`src/rtl/serial_link_pkg.sv`:
```
// Shared types and helpers for the serial ALU word link.
package serial_link_pkg;

    localparam int ALU_WORD_W   = 10;
    localparam int PARITY_MAX_W = 64;

    typedef enum logic [1:0] {
        TX_IDLE,
        TX_SHIFT,
        TX_GAP
    } tx_state_t;

    // Callers zero-extend narrower words; the padding cannot change the XOR.
    function automatic logic even_parity(input logic [PARITY_MAX_W-1:0] v);
        return ^v;
    endfunction

endpackage

```
`src/rtl/serial_word_link_if.sv`:
```
// Host-side word interface of the serial link: TX push port, RX ready/valid port, status.
interface serial_word_link_if
    import serial_link_pkg::*;
#(
    parameter int WORD_W   = ALU_WORD_W,
    parameter int TX_DEPTH = 4
) ();
    localparam int LVL_W = $clog2(TX_DEPTH) + 1;

    logic [WORD_W-1:0] tx_data;
    logic              tx_valid;
    logic              tx_ready;
    logic [LVL_W-1:0]  tx_level;
    logic              tx_busy;
    logic [WORD_W-1:0] rx_data;
    logic              rx_valid;
    logic              rx_ready;
    logic              rx_parity_err;
    logic              rx_frame_err;
    logic              rx_overrun;

    modport master (
        output tx_data, tx_valid, rx_ready,
        input  tx_ready, tx_level, tx_busy,
        input  rx_data, rx_valid, rx_parity_err, rx_frame_err, rx_overrun
    );

    modport slave (
        input  tx_data, tx_valid, rx_ready,
        output tx_ready, tx_level, tx_busy,
        output rx_data, rx_valid, rx_parity_err, rx_frame_err, rx_overrun
    );

endinterface

```
`src/rtl/sync_fifo.sv`:
```
// Generic single-clock FIFO, fall-through read of the head entry.
// Latency: a pushed word is visible at pop_dat the cycle after the push edge.
// Backpressure: full blocks a push unless a pop happens on the same edge; pop on empty is ignored.
module sync_fifo #(
    parameter int WIDTH = 8,
    parameter int DEPTH = 4
) (
    input  logic                   clk,
    input  logic                   rst,
    input  logic                   push,
    input  logic [WIDTH-1:0]       push_dat,
    input  logic                   pop,
    output logic [WIDTH-1:0]       pop_dat,
    output logic                   full,
    output logic                   empty,
    output logic [$clog2(DEPTH):0] level
);
    localparam int AW = $clog2(DEPTH);

    logic [WIDTH-1:0] mem [DEPTH];
    logic [AW-1:0]    wr_ptr;
    logic [AW-1:0]    rd_ptr;
    logic [AW:0]      count;
    logic             do_push;
    logic             do_pop;

    assign do_pop  = pop && !empty;
    assign do_push = push && (!full || do_pop);

    always_ff @(posedge clk) begin
        if (rst) begin
            wr_ptr <= '0;
            rd_ptr <= '0;
            count  <= '0;
        end else begin
            if (do_push) wr_ptr <= wr_ptr + 1'b1;
            if (do_pop)  rd_ptr <= rd_ptr + 1'b1;
            if (do_push && !do_pop)      count <= count + 1'b1;
            else if (!do_push && do_pop) count <= count - 1'b1;
        end
    end

    always_ff @(posedge clk) begin
        if (do_push && !rst) mem[wr_ptr] <= push_dat;
    end

    assign pop_dat = mem[rd_ptr];
    assign full    = (count == (AW+1)'(DEPTH));
    assign empty   = (count == '0);
    assign level   = count;

endmodule

```
`src/rtl/serial_word_link.sv`:
```
// Serial word transceiver: buffered MSB-first TX under ser_en_n, framed RX with even-parity check.
// Latency: TX first bit one edge after the word is queued; RX word on the edge sampling its last bit.
// Backpressure: tx_ready drops when the FIFO is full; an RX word completing while rx_data is unread is dropped.
module serial_word_link
    import serial_link_pkg::*;
#(
    parameter int WORD_W    = ALU_WORD_W,
    parameter int TX_DEPTH  = 4,
    parameter int IFG       = 1,
    parameter int PARITY_EN = 1
) (
    input  logic              clk,
    input  logic              rst,
    serial_word_link_if.slave host,
    output logic              ser_out,
    output logic              ser_en_n,
    input  logic              ser_in,
    input  logic              ser_in_valid
);
    localparam int BC_W = $clog2(WORD_W);
    localparam int GC_W = (IFG > 1) ? $clog2(IFG) : 1;
    localparam logic [BC_W-1:0] LAST_BIT = BC_W'(WORD_W - 1);
    localparam logic [GC_W-1:0] LAST_GAP = GC_W'(IFG - 1);

    tx_state_t         tx_state;
    logic [WORD_W-1:0] tx_sreg;
    logic [BC_W-1:0]   tx_bit_cnt;
    logic [GC_W-1:0]   gap_cnt;
    logic              fifo_push;
    logic              fifo_pop;
    logic              fifo_full;
    logic              fifo_empty;
    logic [WORD_W-1:0] fifo_dat;

    assign fifo_push     = host.tx_valid && host.tx_ready;
    assign host.tx_ready = !fifo_full;
    assign host.tx_busy  = (tx_state != TX_IDLE) || !fifo_empty;
    // Pops only happen where the FSM is ready to start a word, so a pop always means "load now".
    assign fifo_pop = !fifo_empty &&
                      ((tx_state == TX_IDLE) || (tx_state == TX_GAP && gap_cnt == LAST_GAP));

    sync_fifo #(
        .WIDTH (WORD_W),
        .DEPTH (TX_DEPTH)
    ) u_tx_fifo (
        .clk      (clk),
        .rst      (rst),
        .push     (fifo_push),
        .push_dat (host.tx_data),
        .pop      (fifo_pop),
        .pop_dat  (fifo_dat),
        .full     (fifo_full),
        .empty    (fifo_empty),
        .level    (host.tx_level)
    );

    always_ff @(posedge clk) begin
        if (rst) begin
            tx_state   <= TX_IDLE;
            tx_sreg    <= '0;
            tx_bit_cnt <= '0;
            gap_cnt    <= '0;
            ser_en_n   <= 1'b1;
            ser_out    <= 1'b0;
        end else if (fifo_pop) begin
            tx_state   <= TX_SHIFT;
            tx_sreg    <= {fifo_dat[WORD_W-2:0], 1'b0};
            tx_bit_cnt <= '0;
            ser_en_n   <= 1'b0;
            ser_out    <= fifo_dat[WORD_W-1];
        end else begin
            case (tx_state)
                TX_SHIFT: begin
                    if (tx_bit_cnt == LAST_BIT) begin
                        tx_state <= TX_GAP;
                        gap_cnt  <= '0;
                        ser_en_n <= 1'b1;
                        ser_out  <= 1'b0;
                    end else begin
                        tx_bit_cnt <= tx_bit_cnt + 1'b1;
                        tx_sreg    <= {tx_sreg[WORD_W-2:0], 1'b0};
                        ser_out    <= tx_sreg[WORD_W-1];
                    end
                end
                TX_GAP: begin
                    if (gap_cnt == LAST_GAP) tx_state <= TX_IDLE;
                    else                     gap_cnt  <= gap_cnt + 1'b1;
                end
                TX_IDLE: tx_state <= TX_IDLE;
                default: tx_state <= TX_IDLE;
            endcase
        end
    end

    logic [WORD_W-1:0] rx_sreg;
    logic [BC_W-1:0]   rx_cnt;
    logic [WORD_W-1:0] rx_word;
    logic              rx_done;

    assign rx_word = {rx_sreg[WORD_W-2:0], ser_in};
    assign rx_done = ser_in_valid && (rx_cnt == LAST_BIT);

    always_ff @(posedge clk) begin
        if (rst) begin
            rx_sreg            <= '0;
            rx_cnt             <= '0;
            host.rx_data       <= '0;
            host.rx_valid      <= 1'b0;
            host.rx_parity_err <= 1'b0;
            host.rx_frame_err  <= 1'b0;
            host.rx_overrun    <= 1'b0;
        end else begin
            host.rx_frame_err <= 1'b0;
            host.rx_overrun   <= 1'b0;
            if (ser_in_valid) begin
                rx_sreg <= rx_word;
                rx_cnt  <= rx_done ? '0 : rx_cnt + 1'b1;
            end else if (rx_cnt != '0) begin
                host.rx_frame_err <= 1'b1;
                rx_cnt            <= '0;
            end
            // An unread word wins over a new one; a same-cycle accept frees the slot.
            if (rx_done && host.rx_valid && !host.rx_ready) begin
                host.rx_overrun <= 1'b1;
            end else if (rx_done) begin
                host.rx_data       <= rx_word;
                host.rx_valid      <= 1'b1;
                host.rx_parity_err <= (PARITY_EN != 0) && even_parity(PARITY_MAX_W'(rx_word));
            end else if (host.rx_valid && host.rx_ready) begin
                host.rx_valid <= 1'b0;
            end
        end
    end

endmodule

```
`src/flat_wrapper.sv`:
```
// flat-port wrapper written by rule: the top's interface ports become plain ports
module serial_word_link_flat import serial_link_pkg::*;
#(
    parameter int WORD_W    = ALU_WORD_W,
    parameter int TX_DEPTH  = 4,
    parameter int IFG       = 1,
    parameter int PARITY_EN = 1
)
  (clk, rst, ser_out, ser_en_n, ser_in, ser_in_valid, host_tx_data, host_tx_valid, host_rx_ready, host_tx_ready, host_tx_level, host_tx_busy, host_rx_data, host_rx_valid, host_rx_parity_err, host_rx_frame_err, host_rx_overrun);
  serial_word_link_if #(.WORD_W(WORD_W), .TX_DEPTH(TX_DEPTH)) host_i ();
  input  logic clk;
  input  logic rst;
  output logic ser_out;
  output logic ser_en_n;
  input  logic ser_in;
  input  logic ser_in_valid;
  input wire logic [$bits(host_i.tx_data)-1:0] host_tx_data;
  input wire logic [$bits(host_i.tx_valid)-1:0] host_tx_valid;
  input wire logic [$bits(host_i.rx_ready)-1:0] host_rx_ready;
  output wire logic [$bits(host_i.tx_ready)-1:0] host_tx_ready;
  output wire logic [$bits(host_i.tx_level)-1:0] host_tx_level;
  output wire logic [$bits(host_i.tx_busy)-1:0] host_tx_busy;
  output wire logic [$bits(host_i.rx_data)-1:0] host_rx_data;
  output wire logic [$bits(host_i.rx_valid)-1:0] host_rx_valid;
  output wire logic [$bits(host_i.rx_parity_err)-1:0] host_rx_parity_err;
  output wire logic [$bits(host_i.rx_frame_err)-1:0] host_rx_frame_err;
  output wire logic [$bits(host_i.rx_overrun)-1:0] host_rx_overrun;
  assign host_i.tx_data = host_tx_data;
  assign host_i.tx_valid = host_tx_valid;
  assign host_i.rx_ready = host_rx_ready;
  assign host_tx_ready = host_i.tx_ready;
  assign host_tx_level = host_i.tx_level;
  assign host_tx_busy = host_i.tx_busy;
  assign host_rx_data = host_i.rx_data;
  assign host_rx_valid = host_i.rx_valid;
  assign host_rx_parity_err = host_i.rx_parity_err;
  assign host_rx_frame_err = host_i.rx_frame_err;
  assign host_rx_overrun = host_i.rx_overrun;
  serial_word_link #(.WORD_W(WORD_W), .TX_DEPTH(TX_DEPTH), .IFG(IFG), .PARITY_EN(PARITY_EN)) u_core (.clk(clk), .rst(rst), .host(host_i), .ser_out(ser_out), .ser_en_n(ser_en_n), .ser_in(ser_in), .ser_in_valid(ser_in_valid));
endmodule
```
`config.mk`:
```
export PLATFORM = sky130hd
export DESIGN_NAME = serial_word_link_flat
export DESIGN_NICKNAME = d
export VERILOG_FILES = /design/src/rtl/serial_link_pkg.sv /design/src/rtl/serial_word_link_if.sv /design/src/rtl/sync_fifo.sv /design/src/rtl/serial_word_link.sv /design/src/flat_wrapper.sv
export SDC_FILE = /design/constraint.sdc
export NUM_CORES = 1
export LEC_CHECK = 0
export BUFFER_PORTS_ARGS = -buffer_cell sky130_fd_sc_hd__buf_2
export CORE_MARGIN = 2
export CORE_UTILIZATION = 52
export DETAILED_ROUTE_END_ITERATION = 12
export HOLD_SLACK_MARGIN = 0.03
export MAX_ROUTING_LAYER = met4
export PLACE_DENSITY = 0.75
export RECOVER_POWER = 25
export SYNTH_ARGS = -nofsm -noshare
export SYNTH_HDL_FRONTEND = slang
export SYNTH_HIERARCHICAL = 1
export SYNTH_SLANG_ARGS = --single-unit
```
`constraint.sdc`:
```
create_clock -name clk -period 8 [get_ports clk]
set_input_delay 1.6 -clock clk [delete_from_list [all_inputs] [get_ports clk]]
set_output_delay 1.6 -clock clk [all_outputs]
set_load 0.05 [all_outputs]
```
Yosys cells after proc, flatten, opt, wreduce, memory -nomap -nowiden. Memories as Yosys holds them, arrays and structs flattened. A register that Yosys moved wholly into a read port is not among the register bits. Cells that the tools add are included.

Memories kept: 1. Bits in latches: 0. Bits in read-only memories: 0. Input port bits: 16. Logic and storage cells: 110. Bits in registers: 52. Bits in writable memories: 40.

Memories: u_core.u_tx_fifo.mem (words 4, width 10, rd ports 1, clocked after memory_dff 1, write ports 1, RTL line sync_fifo.sv:20) `logic [WIDTH-1:0] mem [DEPTH];`.

Order comparisons: 0. Shifts and indexed selects: 0. Reduce and logical (&&, ||, !) cells: 42. Eq/ne operators: 10. Add/subtract/negate cells: 7. Multipliers: 0. Multiplexer cells: 29. Bitwise operators: 4. Div/mod/pow operators: 0.

Operators with widths (number): XOR reduction 64 bit (1); 2-to-1 mux 10 bit (3); 2-to-1 mux 1 bit (15); AND reduction 2 bit (7); nonzero test 2 bit (7); logical AND 1 bit (12); 2-to-1 mux 4 bit (3); adder 4 x 1 -> 4 bit (second input constant) (2); equality test 4 bit (second input constant) (2); 2-to-1 mux 2 bit (4); zero test 1 bit (6); 2-to-1 mux 3 bit (2); adder 2 x 1 -> 2 bit (second input constant) (2); != test 2 bit (second input constant) (2); NOT 1 bit (4); one-hot mux 2 bit (2 select lines) (1); nonzero test 4 bit (1); OR reduction 2 bit (2); adder 3 x 1 -> 3 bit (second input constant) (1); equality test 3 bit (second input constant) (1); zero test 3 bit (1); logical OR 1 bit (3); != test 3 x 2 -> 1 bit (second input constant) (1); != test 3 bit (second input constant) (1); other kinds (8) (8).

Depth between registers and ports, before layout. Gate-level depths: netlist of the first run.

Depth in word-level cells: 11. Depth in mapped cells: 12. Gate-level depth less buffers: 11.

Modules after synthesis. Netlist of the first run, hierarchy kept.

Modules (own cells, without submodules): serial_word_link (sequential area each 880.8 um2, instances 1, cells an instance 200, area an instance 1926.8 um2); sync_fifo (sequential area each 1381.3 um2, instances 1, cells an instance 101, area an instance 1925.6 um2).

Worst setup path after synthesis of the first run. OpenSTA, ideal clock, no wires.

Path kind: input to register. Start: input port host_tx_valid. End: register u_core.u_tx_fifo.count[2] (netlist: u_core/u_tx_fifo/level[2]). Stages on the path: 9. Arrival: 3229 ps. Slack: 4701 ps. Library setup time: 71 ps. Data required time: 7929 ps. Path buffers: 0. Cell sequence: nor2b_1 o21ai_4 inv_2 ha_1 inv_1 fa_1 xor2_1 or3_2 a21oi_1.

Longest elaborated chain between the ends: 5.

Ends and longest elaborated chain: start, declared (RTL line flat_wrapper.sv:18) `input wire logic [$bits(host_i.tx_valid)-1:0] host_tx_valid;`; logical AND 1 bit (*) (RTL line serial_word_link.sv:35) `assign fifo_push = host.tx_valid && host.tx_ready;`; logical AND 1 bit (*) (RTL line sync_fifo.sv:28) `assign do_push = push && (!full || do_pop);`; zero test 1 bit (RTL line sync_fifo.sv:39) `else if (!do_push && do_pop) count <= count - 1'b1;`; logical AND 1 bit (RTL line sync_fifo.sv:39); nonzero test 2 bit (no source line); end signal, assigned (RTL line sync_fifo.sv:38) `if (do_push && !do_pop) count <= count + 1'b1;`; end signal, assigned (RTL line sync_fifo.sv:39); end, declared (RTL line sync_fifo.sv:23) `logic [AW:0] count;`.

Every way passes the cells marked *; elsewhere a longest branch is shown, timed or not. A chain may end at the register's enable or synchronous reset.

Worst setup path after layout of the first run.
Start: register u_core.u_tx_fifo.count[1] (netlist: u_core/u_tx_fifo/level[1]). End: register u_core.u_tx_fifo.count[2] (netlist: u_core/u_tx_fifo/level[2]).

Longest elaborated chain between the ends: 9.

Ends and longest elaborated chain: zero test 3 bit (*) (RTL line sync_fifo.sv:49) `assign empty = (count == '0);`; net u_core.fifo_empty (RTL line serial_word_link.sv:32) `logic fifo_empty;`; zero test 1 bit (*) (RTL line sync_fifo.sv:27, serial_word_link.sv:39); logical AND 1 bit (RTL line serial_word_link.sv:39) `assign fifo_pop = !fifo_empty &&`; logical AND 1 bit (*) (RTL line sync_fifo.sv:27) `assign do_pop = pop && !empty;`; logical OR 1 bit (RTL line sync_fifo.sv:28); logical AND 1 bit (RTL line sync_fifo.sv:28); zero test 1 bit (RTL line sync_fifo.sv:39); logical AND 1 bit (RTL line sync_fifo.sv:39); nonzero test 2 bit (no source line).

The timed path passes the listed nets; every way through them passes the cells marked *. The select of a mux whose other input is x is not followed.

==> results.md, run 1 <==
- Met1 Usage GRT: 20.7%
- Crit path max-delay family: simple AND/OR/NAND/NOR gates
- Die X-Extent: 90.1 µm
- Most Used Layer, Global Route: met2
- Comb pwr share: 30.3%
- Pleak: 1.68 nW
- Clock Tree Root: clkbuf_8
- Layout Skew: 12.2 ps
- Post-Syn Nets: 328
- Global-route usage over all layers: 17.2%
- P_sw: 0.466 mW
- WS Path Type: reg2reg
- Count of final setup violators: 0
- Post-layout util: 59.7%
- Synth Flop Type: dfxtp_1
- Die Y: 90.1 µm
- Clock tree from TritonCTS: done
- FILL cells: 610
- PD cells: 310 mW/mm²
- Syn Area/Cell: 12.8 µm²
- Layout cells sized above 1: 21.9%
- Worst-Margin Slew: 1010 ps
- CTS max path bufs: 2
- Seq pwr share: 46.1%
- Clk sinks: 93
- RSZ-0062 raised after global routing: no
- GR Util met2: 28.0%
- Die area: 0.00811 mm²
- Yosys top cell area share: 31.2%
- Total of max-cap violations: 0
- Resized Gates After CTS: 0
- Post-Route WL: 6200 µm
- Fin. Hold Viols: 0
- Post-Syn Area: 0.00385 mm²
- Crit Path Max Fanout: 17
- Critical path arrival: 3400 ps
- Buffers added on ports: 36
- Max stage delay cell, worst path: or2_1
- Dpl hpwl: 4120 µm
- Asr flop ratio synth: 0%
- Met3 Use GR: 3.19%
- Commonest cells after routing, fill and taps aside: dfxtp_1 (53), nor2_1 (41), edfxtp_1 (40)
- CTS buffer count: 9
- Design Area, Final: 0.00431 mm²
- Core footprint: 0.00721 mm²
- H-Tree Depth: 3
- DR iter-0 viols: 105
- Seq/Total Area, Yosys: 58.7%
- Delay of the slowest critical-path stage: 440 ps
- Sw Ratio: 34.9%
- Total power: 1.33 mW
- Vias: 2290
- Clk network pwr share: 23.6%
- Starting Density: 53.4%
- Grt ovf: 0
- Max-slew violation count: 0
- Unique cell type count in the Yosys netlist: 45
- Largest net degree at the start of global routing: 57
- # IOs: 37
- WP data required: 8280 ps
- Commonest non-fill, non-tap cell in the layout: dfxtp_1
- # diodes: 0
- CP startpoint kind: flop
- Status: completed
- Worst-path clk slew: 90 ps
- Post-layout min period: 3120 ps
- Max-slew headroom at the worst pin: 32.9%
- Fin Hold WS: 469 ps
- First-pass GRT wire length: 10800 µm
- Hold Crit Class: reg2reg
- Area leader, netlist: edfxtp_1
- Layout Nets: 365
- Cts hold-fix bufs: 0
- Mapped Cells: 301
- Post-route ant nets: 0
- Period utilization: 39.1%
- Yosys Warn Count: 6
- Placed cell areas: 0.00411 mm²
- Postcts setup bufs: 0
- Row count: 31
- DRC: 0
- Vias in the first global route: 2300
- Post-synth EDFFs: 40
- Sequence of cells on the critical path: nor3_1, or2_1, inv_2, o31ai_1, ha_1, inv_1, fa_1, xor2_1, or3_2, a21oi_1
- WL/cell: 14.0 µm
- First drt pass iteration count: 4
- Synth top area cells: edfxtp_1 (31%), dfxtp_1 (28%), mux4_2 (5.8%)
- Vias per cell: 5.18
- Setup_tns: 0 ps
- CP endpoint kind: flop
- RD Place Congestion: 0.734
- Peak VDD IR: 0.191 mV
- F_max: 0.320 GHz
- Int Pwr: 0.869 mW
- CP bufs+invs: 2
- Initial antenna violation count: 0
- Area grow syn2layout: 11.9%
- #FFs+latches synth: 93
- Worst-Skew Late Latency: 360 ps
per-stage QoR:
step | instances | setup slack [ps]
final | 442 | 4880
after global routing | 442 | 4600
after CTS | 442 | 4840
after detailed placement | 426 | 4530
after global placement | 426 | 4550
after floorplan | 301 | 4700
layout make-up:
cell class	count	area, µm²	share of cell area (%)
inverter	11	41.3	0.958
sequential	93	2260	52.5
clock inverter	4	33.8	0.784
clock buffer	12	176	4.09
tap	99	124	2.87
multi-input combinational	183	1470	34.2
timing repair buffer	40	198	4.59
cells in the mapped netlist (all sizes together), types with 2 or more instances:
cell type and instances:
xor2 6, dfxtp 53, mux4 10, a21oi 17, nor3 9, inv 11
a211oi 8, nor2 41, edfxtp 40, nand3 4, buf 7, ha 10
xnor2 10, mux2i 21, clkbuf 7, nand3b 3, o21ai 2, nand2 13
nor3b 7, nand2b 5
cells by family after synthesis:
logic type               share of synthesized area (%)
multiplexers                                      11.7
buffers and inverters                             3.02
flip-flops                                        58.7
XOR/XNOR                                          4.64
AND/OR/NAND/NOR                                   11.5
AO/OA/AOI/OAI                                     6.69
adder cells (fa/ha/maj)                           3.77
routing by layer:
metal  vias up  wire length (µm)
met5         -                 0
met1      1103              2860
met4         0               116
li1       1134                 -
met3         9               226
met2        44              3000
power by group through the flow:
stage          logic [mW]  clock network [mW]  registers [mW]
2_1_floorplan       0.315                   0           0.642
3_3_place_gp        0.397                   0           0.624
3_5_place_dp        0.408                   0           0.627
4_1_cts             0.409               0.325           0.616
5_1_grt             0.447               0.342           0.626
6_report            0.405               0.315           0.615
sequential cells by signal, indices dropped and copies added (netlist names), named ones only:
signal / cells
u_core/ser_en_n: 1
u_core/host.rx_overrun: 1
u_core/host.rx_data: 10
u_core/rx_sreg: 9
u_core/ser_out: 1
u_core/u_tx_fifo/level: 3
u_core/tx_state: 2
u_core/u_tx_fifo/mem: 40
u_core/tx_sreg: 9
u_core/host.rx_frame_err: 1
u_core/host.rx_parity_err: 1
u_core/u_tx_fifo/rd_ptr: 2
u_core/rx_cnt: 4
u_core/u_tx_fifo/wr_ptr: 2
u_core/tx_bit_cnt: 4
u_core/host.rx_valid: 1
tightest hold or removal path: cells and delay by family (launching register included):
kind | cells | cell delay (ps)
AOI/OAI and AO/OA | 1 | 50
DFF | 1 | 320
and+or+nand+nor | 1 | 50
worst paths after layout:
check,depth (start not counted),startpoint,to,slack (ps)
worst max-delay path,10,u_core/u_tx_fifo/level[1],u_core/u_tx_fifo/level[2],4880
worst min-delay path,2,u_core/tx_sreg[8],u_core/tx_sreg[8],470
worst max register to register,10,u_core/u_tx_fifo/level[1],u_core/u_tx_fifo/level[2],4880
worst min register to register,2,u_core/tx_sreg[8],u_core/tx_sreg[8],470
Note: power is estimated with default switching activity, not from simulation.
==> run 2, diff against run 1 <==
Settings changed: PLACE_DENSITY 0.75 to 0.78.
Clock period 8 ns to 2.7 ns, I/O delays scaled along.
==> run 2 against run 1 <==
Against the previous run:
- register-to-register slack got worse by 4700 ps
- largest cell class unchanged
- critical path type unchanged
- worst hold slack worse by 31 ps
- clock skew shrank 3.8 ps
- die area stayed put
==> results.md, run 2 (synthesis results as in run 1) <==
- Status: completed
- CP endpoint kind: flop
- Layout Skew: 8.32 ps (-3.84 ps)
- Crit path max-delay family: simple AND/OR/NAND/NOR gates
- Clock Tree Root: clkbuf_8
- Row count: 31 (unchanged)
- Post-route ant nets: 0 (unchanged)
- Max-slew violation count: 0 (unchanged)
- Critical path arrival: 2820 ps (-580 ps)
- # diodes: 0 (unchanged)
- Period utilization: 94.2% (+55 points)
- Met2 WL: 3180 µm (+6.0%)
- PD cells: 929 mW/mm² (+200%)
- Placed cell areas: 0.00414 mm² (+0.64%)
- Count of final setup violators: 0 (unchanged)
- WL/cell: 14.2 µm (+1.1%)
- Final WS setup: 156 ps (-4720 ps)
- Crit Path Max Fanout: 7 (-10)
- Commonest cells after routing, fill and taps aside: dfxtp_1 (50), nor2_1 (41), edfxtp_1 (40)
- Vias in the first global route: 2342 (+1.8%)
- Max reg flops: 40 (unchanged)
- First-pass GRT wire length: 10800 µm (-0.64%)
- CP startpoint kind: flop
- Total of max-cap violations: 0 (unchanged)
- Die Y: 90.1 µm (unchanged)
- Post-layout min period: 2540 ps (-580 ps)
- CP bufs+invs: 2 (unchanged)
- DP Worst Slack: 151 ps (-4380 ps)
- Dpl hpwl: 4250 µm (+3.2%)
- CTS max path bufs: 2 (unchanged)
- Post-layout util: 60.2% (+0.49 points)
- Die X-Extent: 90.1 µm (unchanged)
- DRC: 0 (unchanged)
- Max stage delay cell, worst path: or3_2
- Layout cells sized above 1: 24.2% (+2.3 points)
- Post-Route WL: 6320 µm (+2.0%)
- Flop-to-flop setup slack: 160 ps (-4720 ps)
- Clk sinks: 93 (unchanged)
- Worst-Margin Slew: 767 ps (-239 ps)
- Delay of the slowest critical-path stage: 410 ps (-30 ps)
- Sequence of cells on the critical path: nor3_2, or2_1, inv_2, o31ai_1, ha_2, inv_1, fa_1, xor2_1, or3_2, a21oi_1
- Global-route usage over all layers: 17.2% (about the same)
- Met3 wire len: 219 µm (-3.1%)
- Peak VDD IR: 0.507 mV (+170%)
- Grt ovf: 0 (unchanged)
- CTS buffer count: 9 (unchanged)
- Cts hold-fix bufs: 0 (unchanged)
- WP data required: 2970 ps (-5310 ps)
- RD Place Congestion: 0.778 (+5.9%)
- Clock tree from TritonCTS: done
- First drt pass iteration count: 4 (unchanged)
- DR iter-0 viols: 102 (-2.9%)
- Starting Density: 53.4% (unchanged)
- Hold Crit Class: in2reg
- Layout Nets: 369 (+1.1%)
- Pleak: 1.70 nW (+1.2%)
- Top flop regs: u_core/u_tx_fifo/mem x40, u_core/host.rx_data x10
- Initial antenna violation count: 0 (unchanged)
- Fin Hold WS: 438 ps (-31.4 ps)
- Worst-Skew Late Latency: 350 ps (about the same)
- DRT met1 WL: 2850 µm (-0.45%)
- # IOs: 37 (unchanged)
- Max-slew headroom at the worst pin: 48.9% (+16 points)
- Area grow syn2layout: 12.8%
- Vias: 2307 (+0.74%)
- Highest routed metal layer: met4
- WS Path Type: reg2reg
- Largest net degree at the start of global routing: 44 (-23%)
- F_max: 0.393 GHz (+23%)
- H-Tree Depth: 3 (unchanged)
- Vias per cell: 5.17 (-0.16%)
- Die area: 0.00811 mm² (unchanged)
- Register with the most flip-flops: u_core/u_tx_fifo/mem
- Design Area, Final: 0.00434 mm² (+0.81%)
- Commonest non-fill, non-tap cell in the layout: dfxtp_1
- Core footprint: 0.00721 mm² (unchanged)
- Fin. Hold Viols: 0 (unchanged)
- Buffers added on ports: 36 (unchanged)
- Worst-path clk slew: 90 ps (about the same)
-- run 2: changes by cell type in the layout (fill, tap and decap cells not counted), moves of 2 or more --
cell,delta
buf_4,+4
clkbuf_8,-2
dfxtp_1,-3
dfxtp_2,+3
inv_8,+2
-- run 2: where the power goes --
| part | total (mW) | switching, mW | internal [mW] |
|---|---|---|---|
| clock | 0.933 | 0.489 | 0.443 |
| sequential | 1.83 | 0.164 | 1.66 |
| combinational | 1.27 | 0.757 | 0.516 |
-- run 2: path summary, 6_finish.rpt --
kind	start	endpoint	cells past startpoint
worst max-delay path	u_core/u_tx_fifo/level[1]	u_core/u_tx_fifo/level[2]	10
worst min-delay path	host_tx_data[9]	u_core/u_tx_fifo/mem[3][9]	1
worst max register to register	u_core/u_tx_fifo/level[1]	u_core/u_tx_fifo/level[2]	10
worst min register to register	u_core/tx_sreg[4]	u_core/tx_sreg[4]	2
-- run 2: stage by stage --
step	power (mW)	instances	TNS (ps)
5_1_grt	4.29	446	-18.5
3_5_place_dp	3.11	429	0
6_report	4.03	446	0
2_1_floorplan	2.84	301	0
4_1_cts	4.06	445	0
3_3_place_gp	3.07	429	0
-- run 2: repair_timing --
item | in CTS | in global routing
setup endpoints to repair | 0 | 1
setup buffers | 0 | 1
resized for setup | 0 | 2
-- run 2: metal layers --
layer	global-route usage (%)	vias up
met5	-	-
met2	27.7	38
met1	20.8	1113
met4	7.69	0
met3	4.11	7
li1	-	1149
-- run 2: final cells by class --
cell class	count	area (µm²)
clock buffers	9	124
well taps	99	124
clock inverters	7	80.1
fillers	594	2870
multi-input cells	183	1480
flip-flops and latches	93	2270
repair buffers	44	228
inverters	11	41.3
